## src/rtl/control_unit.sv

```systemverilog
// Multi-cycle RISC-V control FSM: sequences fetch/decode/execute/memory/
// write-back and retires instructions with a one-cycle finished pulse.
module control_unit #(
  parameter int COUNT_WIDTH = 32
) (
  input  logic                   clk,
  input  logic                   rst_n,
  input  logic                   run,
  input  logic [6:0]             opcode,
  output logic                   fetch,
  output logic                   decode,
  output logic                   dm_write_en,
  output logic                   rf_write_en,
  output logic                   mem_to_reg,
  output logic                   finished,
  output logic                   halted,
  output logic                   illegal,
  output logic [3:0]             state,
  output logic [COUNT_WIDTH-1:0] instr_count
);

  typedef enum logic [3:0] {
    IDLE      = 4'd0,
    FETCH     = 4'd1,
    DECODE    = 4'd2,
    EXECUTE   = 4'd3,
    MEMORY    = 4'd4,
    WRITEBACK = 4'd5,
    COMPLETE  = 4'd6,
    HALT      = 4'd7,
    ERROR     = 4'd8
  } state_t;

  localparam logic [6:0] OP_R     = 7'b0110011;
  localparam logic [6:0] OP_R32   = 7'b0111011;
  localparam logic [6:0] OP_I     = 7'b0010011;
  localparam logic [6:0] OP_I32   = 7'b0011011;
  localparam logic [6:0] OP_LOAD  = 7'b0000011;
  localparam logic [6:0] OP_STORE = 7'b0100011;
  localparam logic [6:0] OP_BR    = 7'b1100011;
  localparam logic [6:0] OP_JAL   = 7'b1101111;
  localparam logic [6:0] OP_JALR  = 7'b1100111;
  localparam logic [6:0] OP_LUI   = 7'b0110111;
  localparam logic [6:0] OP_AUIPC = 7'b0010111;
  localparam logic [6:0] OP_SYS   = 7'b1110011;

  localparam logic [COUNT_WIDTH-1:0] ONE =
    {{(COUNT_WIDTH-1){1'b0}}, 1'b1};

  state_t     cur;
  state_t     nxt;
  logic [6:0] opcode_q;
  logic       legal;

  always_comb begin
    legal = 1'b0;
    case (opcode)
      OP_R, OP_R32, OP_I, OP_I32,
      OP_LOAD, OP_STORE, OP_BR,
      OP_JAL, OP_JALR, OP_LUI,
      OP_AUIPC, OP_SYS: legal = 1'b1;
      default:          legal = 1'b0;
    endcase
  end

  always_ff @(posedge clk or negedge rst_n) begin
    if (!rst_n) begin
      cur         <= IDLE;
      opcode_q    <= 7'd0;
      instr_count <= '0;
    end else begin
      cur <= nxt;
      if (cur == DECODE)
        opcode_q <= opcode;
      if (cur == COMPLETE)
        instr_count <= instr_count + ONE;
    end
  end

  always_comb begin
    nxt = IDLE;
    unique case (cur)
      IDLE:      nxt = run ? FETCH : IDLE;
      FETCH:     nxt = DECODE;
      DECODE: begin
        unique case (1'b1)
          opcode == OP_SYS: nxt = HALT;
          !legal:           nxt = ERROR;
          default:          nxt = EXECUTE;
        endcase
      end
      EXECUTE: begin
        unique case (1'b1)
          opcode_q == OP_LOAD,
          opcode_q == OP_STORE: nxt = MEMORY;
          opcode_q == OP_BR:    nxt = COMPLETE;
          default:              nxt = WRITEBACK;
        endcase
      end
      MEMORY:
        nxt = (opcode_q == OP_STORE) ? COMPLETE : WRITEBACK;
      WRITEBACK: nxt = COMPLETE;
      COMPLETE:  nxt = run ? FETCH : IDLE;
      HALT:      nxt = HALT;
      ERROR:     nxt = ERROR;
      default:   nxt = IDLE;
    endcase
  end

  // Strobes decode only registered state, so reset kills them at once.
  always_comb begin
    fetch       = (cur == FETCH);
    decode      = (cur == DECODE);
    dm_write_en = (cur == MEMORY) && (opcode_q == OP_STORE);
    rf_write_en = (cur == WRITEBACK);
    mem_to_reg  = (cur == WRITEBACK) && (opcode_q == OP_LOAD);
    finished    = (cur == COMPLETE);
    halted      = (cur == HALT);
    illegal     = (cur == ERROR);
    state       = cur;
  end

endmodule

```

## config.mk

```make
export PLATFORM = sky130hd
export DESIGN_NAME = control_unit
export DESIGN_NICKNAME = d
export VERILOG_FILES = /design/src/rtl/control_unit.sv
export SDC_FILE = /design/constraint.sdc
export NUM_CORES = 1
export LEC_CHECK = 0
export ABC_AREA = 1
export BUFFER_PORTS_ARGS = -buffer_cell sky130_fd_sc_hd__buf_2
export CAP_MARGIN = 10
export CORE_AREA = 2 2 76 78
export CTS_CLUSTER_DIAMETER = 40
export CTS_CLUSTER_SIZE = 8
export DETAILED_ROUTE_END_ITERATION = 8
export DIE_AREA = 0 0 78 80
export PLACE_DENSITY = 0.77
export RECOVER_POWER = 25
export SETUP_SLACK_MARGIN = 0.05
export SLEW_MARGIN = 20
export SYNTH_ARGS = -nofsm -noshare
export SYNTH_HDL_FRONTEND = slang
export SYNTH_SLANG_ARGS = --single-unit
```

## constraint.sdc

```tcl
create_clock -name clk -period 1.3 [get_ports clk]
set_clock_uncertainty 0.05 [all_clocks]
set_input_delay 0.065 -clock clk [delete_from_list [all_inputs] [get_ports clk]]
set_output_delay 0.065 -clock clk [all_outputs]
set_load 0.02 [all_outputs]
```

==> results.env, run 1 <==
STATUS='finished with violations'
VIOLATIONS='setup timing'
SYN-CELL-AREA_UM2=2610
CLOCKBUFFERDEPTH=2
TIMING.CRITICAL_PATH.SLOWEST_CELL_DELAY_NS=0.46
POSTSYNTHREGISTERBITS=43
SEQ_POWER_SHARE=0.328
CTS.REPORTEDPATHS.CLKPINSLEW_NS=0.10
TIMING.FINAL.CRIT_SHARE=1.29
WORST-PATH-MAX-FANOUT=3
DP_HPWL_MM=5.17
DRIVE_GT1_FRAC=0.581
CLOCK_TREE_FROM_TRITONCTS='yes'
IO_BUFFERS=53
ROUTE.DETAILED.DRC=0
SETUP-TNS-FINAL_NS=-11.74
FP.DIEH_UM=80
SWITCHING_POWER_W=0.00212
POWER.SHARE.CLOCK=0.205
FILLERS=294
REPORT.POWER.TOTAL_W=0.00540
PWR-SHARE-COMB=0.466
GP_CONGESTION=0.895
FLOORPLAN.IO_PINS=54
CTS.HTREE.LEVELS=2
POWER.INTERNAL_W=0.00328
FINAL_MAX_SLEW_VIOL_COUNT=0
TIMING.FINAL.HOLD_VIOLATIONS=0
CTSROOTBUFFERMASTER='clkbuf_8'
FINAL_NETS=528
DRV_CAP=0
POST_SYNTHESIS_SEQUENTIAL_AREA_RATIO=0.412
REG2REG_FROM='state[0]$_DFF_PN0_'
SYNTH_TOP_FAMILY_BY_AREA='simple AND/OR/NAND/NOR gates'
NUMBER_OF_GLOBAL_ROUTE_VIAS_BEFORE_REPAIR=3090
CRITPATHBUFINV=4
TIMING.HOLD.WS_NS=0.0839
TIMING_WORST_SETUP_PATH_TYPE='reg2out'
CRIT_REQUIRED_NS=1.19
CRITPATHLAUNCH='state[3]$_DFF_PN0_'
TIMING.HOLD.WORST.CLASS='in2reg'
CELL_LEAKAGE_POWER_nW=2.29
ANTENNA_LEFT=0
SYNTH_XOR_AREA_FRAC=0.0566
FINALWIRELENGTH_MM=11.0
CRITICAL_PATH_START_TYPE='register'
LAYOUT-AREA-OVERHEAD-VS-SYNTH_PCT=73.2
ROUTE.DETAILED.VIAS_PER_INST=5.62
NETLIST_INSTANCES=362
YOSYSUNIQUECELLTYPES=30
POWER.DENSITY_CELL_AREA_nW_PER_UM2=1200
CP.ARRIVAL_NS=1.56
CLOCK-SINKS=43
GRT_UTIL_ALL_LAYERS=0.299
PLACEDCELLCOUNT=538
R2R_SETUP_SLACK_NS=-0.36
CORE_REGION_AREA_UM2=5410
CP-END-KIND='output pin'
NUMCTSBUFFERS=5
GRT_REMAINING_OVERFLOW=0
SYN-MEAN-INSTANCE-AREA_UM2=7.21
LEAST_MARGIN_PIN_SLEW_NS=0.618
SYNTH-COMPOUND-AREA-SHARE=0.0273
FLOORPLAN.DIE_AREA_UM2=6240
YOSYS_WARNINGS=0
POST-ROUTE-WORST-SETUP-SLACK_NS=-0.378
SYNTHADDERAREAFRAC=0.00479
FLOORPLAN.INITIALDENSITY=0.483
ROUTED_WIRE_LENGTH_PER_INSTANCE_UM=18.6
TIMING.CRITICAL_PATH.MODE_CELL='buf_6'
DIE_W_UM=78
SYNTH_MUX_AREA_FRAC=0
SYNTH_FP_NETS=373
WORSTSETUPPATHDEPTH=6
WORSTREGTOREGCELLS=9
FIRSTDRTPASSITERS=8
STD_CELL_ROWS=27
CRITPATHCAPTURE='dm_write_en'
GLOBAL_ROUTE_WIRE_LENGTH_BEFORE_REPAIR_MM=14.5
CLKLATENCYLATEPIN_NS=0.32
VIA_COUNT=3316
LAYOUT.CELLS.NON_FILLER=590
SWITCHING_SHARE=0.393
POST_SYNTH_AND_OR_NAND_NOR_AREA_FRACTION=0.440
PATH_CELLS='inv_4 -> nand2_4 -> buf_6 -> buf_4 -> nor3_4 -> buf_6'
TIMING.MAX_SLEW.REL_SLACK=0.588
WORST_IR_DROP_VDD_uV=1270
ACHIEVABLE-FREQUENCY_GHz=0.596
WORSTREG2REGEND='instr_count[25]$_DFFE_PN0P_'
ANTENNA-DIODE-COUNT=0
CRITICAL-PATH-SLOWEST-CELL='dfrtp_2'
GRT_MAX_DEGREE=44
RSZ0062_AT_GRT='yes'
FINAL_PERIOD_MINUS_WORST_SETUP_SLACK_NS=1.68
DRT_FIRST_ITER_VIOLATIONS=318
WORST_PATH_DOMINANT_CELL_FAMILY='buffers and inverters'
ANTENNA_FOUND_INITIAL=0
REPORT.FINAL.SETUP_VIOL=51
## layer usage
| metal | wire, um | track usage | up-vias |
|---|---|---|---|
| li1 | - | - | 1427 |
| met4 | 959 | 0.188 | 0 |
| met3 | 741 | 0.0679 | 94 |
| met2 | 5520 | 0.531 | 217 |
| met5 | 0 | 0 | - |
| met1 | 3750 | 0.320 | 1578 |
## cell families after synthesis
group / after synthesis
AOI/OAI and AO/OA: 13
and+or+nand+nor: 250
adders and majority gates: 1
xor gates and xnor gates: 16
buffers and inverters: 39
DFF: 43
## metrics by stage
| stage | utilization | instance area [um^2] | setup WS, ns |
|---|---|---|---|
| 6_report | 0.836 | 4520 | -0.378 |
| 5_1_grt | 0.836 | 4520 | -0.421 |
| 4_1_cts | 0.773 | 4180 | -0.268 |
| 3_5_place_dp | 0.658 | 3560 | -0.159 |
| 3_3_place_gp | 0.658 | 3560 | -0.131 |
| 2_1_floorplan | - | 2810 | -0.134 |
## cell usage after synthesis
| master | number | area [um^2] |
|---|---|---|
| a31oi_1 | 1 | 6.26 |
| nor2_1 | 45 | 169 |
| nand3b_1 | 8 | 60.1 |
| nor3_1 | 8 | 40.0 |
| nand2_2 | 3 | 18.8 |
| o21ai_1 | 3 | 15.0 |
| ha_1 | 1 | 12.5 |
| inv_2 | 6 | 22.5 |
| buf_2 | 1 | 5.00 |
| buf_6 | 1 | 11.3 |
| inv_1 | 30 | 113 |
| nand4_1 | 2 | 12.5 |
| nor3b_1 | 2 | 15.0 |
| nand3_2 | 2 | 20.0 |
| xnor2_1 | 9 | 78.8 |
| a21oi_1 | 1 | 5.00 |
| xor2_1 | 6 | 52.6 |
| nor3_2 | 2 | 20.0 |
| o21ai_0 | 6 | 30.0 |
| nor2_4 | 7 | 78.8 |
| nor2_8 | 1 | 20.0 |
| nand2_4 | 1 | 11.3 |
| nor2_2 | 6 | 37.5 |
| xor2_2 | 1 | 16.3 |
| nand3_1 | 12 | 60.1 |
| nand4_4 | 1 | 21.3 |
| nand2_1 | 150 | 563 |
| dfrtp_1 | 43 | 1080 |
| clkinv_1 | 1 | 3.75 |
| o21bai_1 | 2 | 15.0 |
## cell type report
| class | instances | area (um^2) | area share |
|---|---|---|---|
| multi-input cells | 281 | 1850 | 0.409 |
| repair buffers | 148 | 1180 | 0.261 |
| flip-flops and latches | 43 | 1120 | 0.247 |
| inverters | 37 | 163 | 0.0360 |
| well taps | 72 | 90.1 | 0.0199 |
| clock buffers | 5 | 68.8 | 0.0152 |
| clock inverters | 3 | 43.8 | 0.00969 |
| repair inverters | 1 | 11.3 | 0.00249 |
## how the worst min path moves through the flow
stage / from / endpoint / slack [ns] / cells past startpoint
CTS: run / state[0]$_DFF_PN0_ / 0.03 / 5
finish: run / state[0]$_DFF_PN0_ / 0.08 / 5
floorplan: rst_n / instr_count[0]$_DFFE_PN0P_ / -0.28 / 0
global placement: rst_n / instr_count[13]$_DFFE_PN0P_ / 0.01 / 2
detailed placement: rst_n / instr_count[16]$_DFFE_PN0P_ / 0.01 / 2
global route: run / state[0]$_DFF_PN0_ / 0.11 / 5
## power by group through the flow
stage          clock (W)  sequential, W  combinational, W
2_1_floorplan          0        0.00184          0.000759
3_3_place_gp           0        0.00173           0.00146
3_5_place_dp           0        0.00174           0.00150
4_1_cts          0.00108        0.00172           0.00204
5_1_grt          0.00116        0.00179           0.00264
6_report         0.00111        0.00177           0.00252
## placed cells by master, fill, tap and decap left out, types with 15 or more instances in the layout
cell type,netlist,final
nor2_2,6,15
nand2_1,150,106
inv_1,30,25
buf_4,0,55
buf_2,1,46
nand2_2,3,35
buf_6,1,34
nor2_4,7,22
dfrtp_2,0,33
nor2_1,45,22
## state kept, by name (all words and copies together), names as in the netlist
register / count
instr_count: 32
opcode_q: 7
state: 4
## timing repair
action,in CTS,in global routing
pin swaps,32,45
gates resized for setup,82,65
endpoints found under the setup margin,49,51
hold buffers,8,0
gates cloned,1,1
hold endpoints to repair,50,0
buffers inserted,20,19
## worst min-delay path, stage by stage
cell	delay (ns)
buf_2	0.10
nand2_1	0.05
o21ai_0	0.11
nor2_1	0.05
nand2_1	0.05
Note: power is estimated with default switching activity, not from simulation.
==> run 2: changes to the inputs <==
Settings changed: SKIP_CTS_REPAIR_TIMING set to 1.
==> run 2 against run 1 <==
The flow still finishes with violations (setup timing). Fmax up 1.9%. Sequential share of layout area up 0.26 points. Cell area down 1.0%. Via count down 6.0%. Core utilization down 0.86 points. Worst hold slack worse by 0.081 ns. Sequential power about the same. First-iteration DRC count down 27%. Largest power group unchanged.
==> results.env, run 2 (synthesis gave the netlist of run 1 again) <==
PATH_CELLS='inv_4 -> nand2_4 -> buf_6 -> nor3_4 -> nand2_1 -> nor2_1 -> buf_4'
SWITCHING_SHARE=0.379
FINAL_NETS=528
SETUP-TNS-FINAL_NS=-9.15
CTSROOTBUFFERMASTER='clkbuf_8'
LEAST_MARGIN_PIN_SLEW_NS=0.611
TIMING.FINAL.HOLD_VIOLATIONS=0
FIRSTDRTPASSITERS=7
DRV_CAP=0
TIMING.MAX_SLEW.REL_SLACK=0.593
ROUTE.DETAILED.DRC=0
FP.DIEH_UM=80
ROUTE.DETAILED.VIAS_PER_INST=5.28
POWER.DENSITY_CELL_AREA_nW_PER_UM2=1160
GLOBAL_ROUTE_WIRE_LENGTH_BEFORE_REPAIR_MM=11.2
POWER.SHARE.CLOCK=0.213
POWER.INTERNAL_W=0.00322
CP.ARRIVAL_NS=1.53
FLOORPLAN.INITIALDENSITY=0.483
PRE_CTS_WS_NS=-0.159
DP_HPWL_MM=5.17
FILLERS=303
CELL_LEAKAGE_POWER_nW=2.34
GRT_MAX_DEGREE=44
WORST_PATH_DOMINANT_CELL_FAMILY='flip-flops'
STD_CELL_ROWS=27
WORST_IR_DROP_VDD_uV=1180
MOSTFREQUENTLAYOUTCELLS='nand2_1, buf_4, buf_2'
CORE_REGION_AREA_UM2=5410
TIMING.CRITICAL_PATH.SLOWEST_CELL_DELAY_NS=0.45
NUMBER_OF_GLOBAL_ROUTE_VIAS_BEFORE_REPAIR=2525
HOLD_DEPTH=3
WORSTREGTOREGCELLS=9
TIMING.HOLD.WORST.CLASS='in2reg'
FINAL_MAX_SLEW_VIOL_COUNT=0
CLOCK-SINKS=43
DRT_FIRST_ITER_VIOLATIONS=232
SWITCHING_POWER_W=0.00196
CRIT_REQUIRED_NS=1.19
COMMONEST_NON_FILL_NON_TAP_CELL_IN_THE_LAYOUT='nand2_1'
WORST_HOLD_PATH_ENDPOINT='opcode_q[6]$_DFFE_PN0P_'
FINALWIRELENGTH_MM=9.96
CTS.REPORTEDPATHS.CLKPINSLEW_NS=0.09
GRT_REMAINING_OVERFLOW=0
STATUS='finished with violations'
FINAL_PERIOD_MINUS_WORST_SETUP_SLACK_NS=1.65
CRITPATHBUFINV=3
DRIVE_GT1_FRAC=0.558
CP-END-KIND='output pin'
POST-ROUTE-WORST-SETUP-SLACK_NS=-0.346
TIMING.FINAL.CRIT_SHARE=1.27
REPORT.POWER.TOTAL_W=0.00518
ANTENNA_FOUND_INITIAL=0
CRITICAL-PATH-SLOWEST-CELL='dfrtp_2'
CLKLATENCYLATEPIN_NS=0.32
TIMING_WORST_SETUP_PATH_TYPE='reg2out'
WORSTHOLDSTART='opcode[6]'
ANTENNA_LEFT=0
ACHIEVABLE-FREQUENCY_GHz=0.607
CTS.HTREE.LEVELS=2
WORSTREG2REGEND='instr_count[18]$_DFFE_PN0P_'
IO_BUFFERS=53
VIA_COUNT=3116
FLOORPLAN.DIE_AREA_UM2=6240
R2R_SETUP_SLACK_NS=-0.27
PWR-SHARE-COMB=0.451
REPORT.FINAL.SETUP_VIOL=50
DIE_W_UM=78
ANTENNA-DIODE-COUNT=0
LAYOUT-AREA-OVERHEAD-VS-SYNTH_PCT=71.4
SEQ_POWER_SHARE=0.336
REGMOSTFLOPS='instr_count'
GP_CONGESTION=0.895
FLOORPLAN.IO_PINS=54
CLOCK_TREE_FROM_TRITONCTS='yes'
VIOLATIONS='setup timing'
WORST-PATH-MAX-FANOUT=4
LARGEST_REGISTER_FFS=32
REG2REG_FROM='state[0]$_DFF_PN0_'
RSZ0062_AT_GRT='yes'
CRITICAL_PATH_START_TYPE='register'
NUMCTSBUFFERS=5
ROUTED_WIRE_LENGTH_PER_INSTANCE_UM=16.9
CLOCKBUFFERDEPTH=2
GRT_UTIL_ALL_LAYERS=0.225
==> run 2: cell types whose count changed in the layout (fill, tap and decap cells not counted), moves of 3 or more <==
cell,previous run,this run
buf_4,55,67
buf_6,34,29
buf_8,3,0
inv_1,25,28
nand2_1,106,117
nand2_2,35,21
nor2_4,22,25
o21ai_1,6,3
==> run 2: power by group through the flow <==
stage	registers [W]	logic, W	clock network (W)
after floorplan	0.00184	0.000759	0
after global placement	0.00173	0.00146	0
after detailed placement	0.00174	0.00150	0
after CTS	0.00172	0.00151	0.00108
after global routing	0.00175	0.00247	0.00116
final	0.00174	0.00234	0.00110
==> run 2: worst max-delay path by stage <==
stage	to	startpoint	depth (start not counted)
2_1_floorplan	instr_count[29]$_DFFE_PN0P_	state[0]$_DFF_PN0_	8
3_3_place_gp	instr_count[18]$_DFFE_PN0P_	instr_count[1]$_DFFE_PN0P_	10
3_5_place_dp	instr_count[18]$_DFFE_PN0P_	instr_count[1]$_DFFE_PN0P_	10
4_1_cts	dm_write_en	state[0]$_DFF_PN0_	5
5_1_grt	mem_to_reg	state[3]$_DFF_PN0_	7
6_report	mem_to_reg	state[3]$_DFF_PN0_	7
==> run 2: worst reg2reg max path: stages (launching register included) <==
cell and delay (ns):
dfrtp_2 0.45, buf_6 0.14, nor2_4 0.15, nand2_4 0.15, nor2_4 0.19, nand2_4 0.10, nor2_4 0.10, nand2_1 0.05
nand2_1 0.06, inv_1 0.03
==> run 2: per-stage QoR <==
stage	instances	utilization	hold slack (ns)	instance area, um^2
after floorplan	362	-	-0.281	2810
after global placement	538	0.658	0.0120	3560
after detailed placement	538	0.658	0.00979	3560
after CTS	546	0.679	-0.320	3670
after global routing	590	0.828	0.0151	4470
final	590	0.828	0.00278	4470
==> run 2: routing by layer <==
metal | routed length (um) | track usage
met1 | 3760 | 0.281
met2 | 5160 | 0.399
met3 | 534 | 0.0441
met4 | 506 | 0.0561
met5 | 0 | 0
==> run 2: area by class of cell <==
cell class	instances	area, um^2	area share
Multi-Input combinational cell	281	1850	0.414
Tap cell	72	90.1	0.0201
Sequential cell	43	1120	0.250
Timing Repair Buffer	149	1150	0.257
Inverter	37	154	0.0344
Clock inverter	3	43.8	0.00979
Clock buffer	5	68.8	0.0154
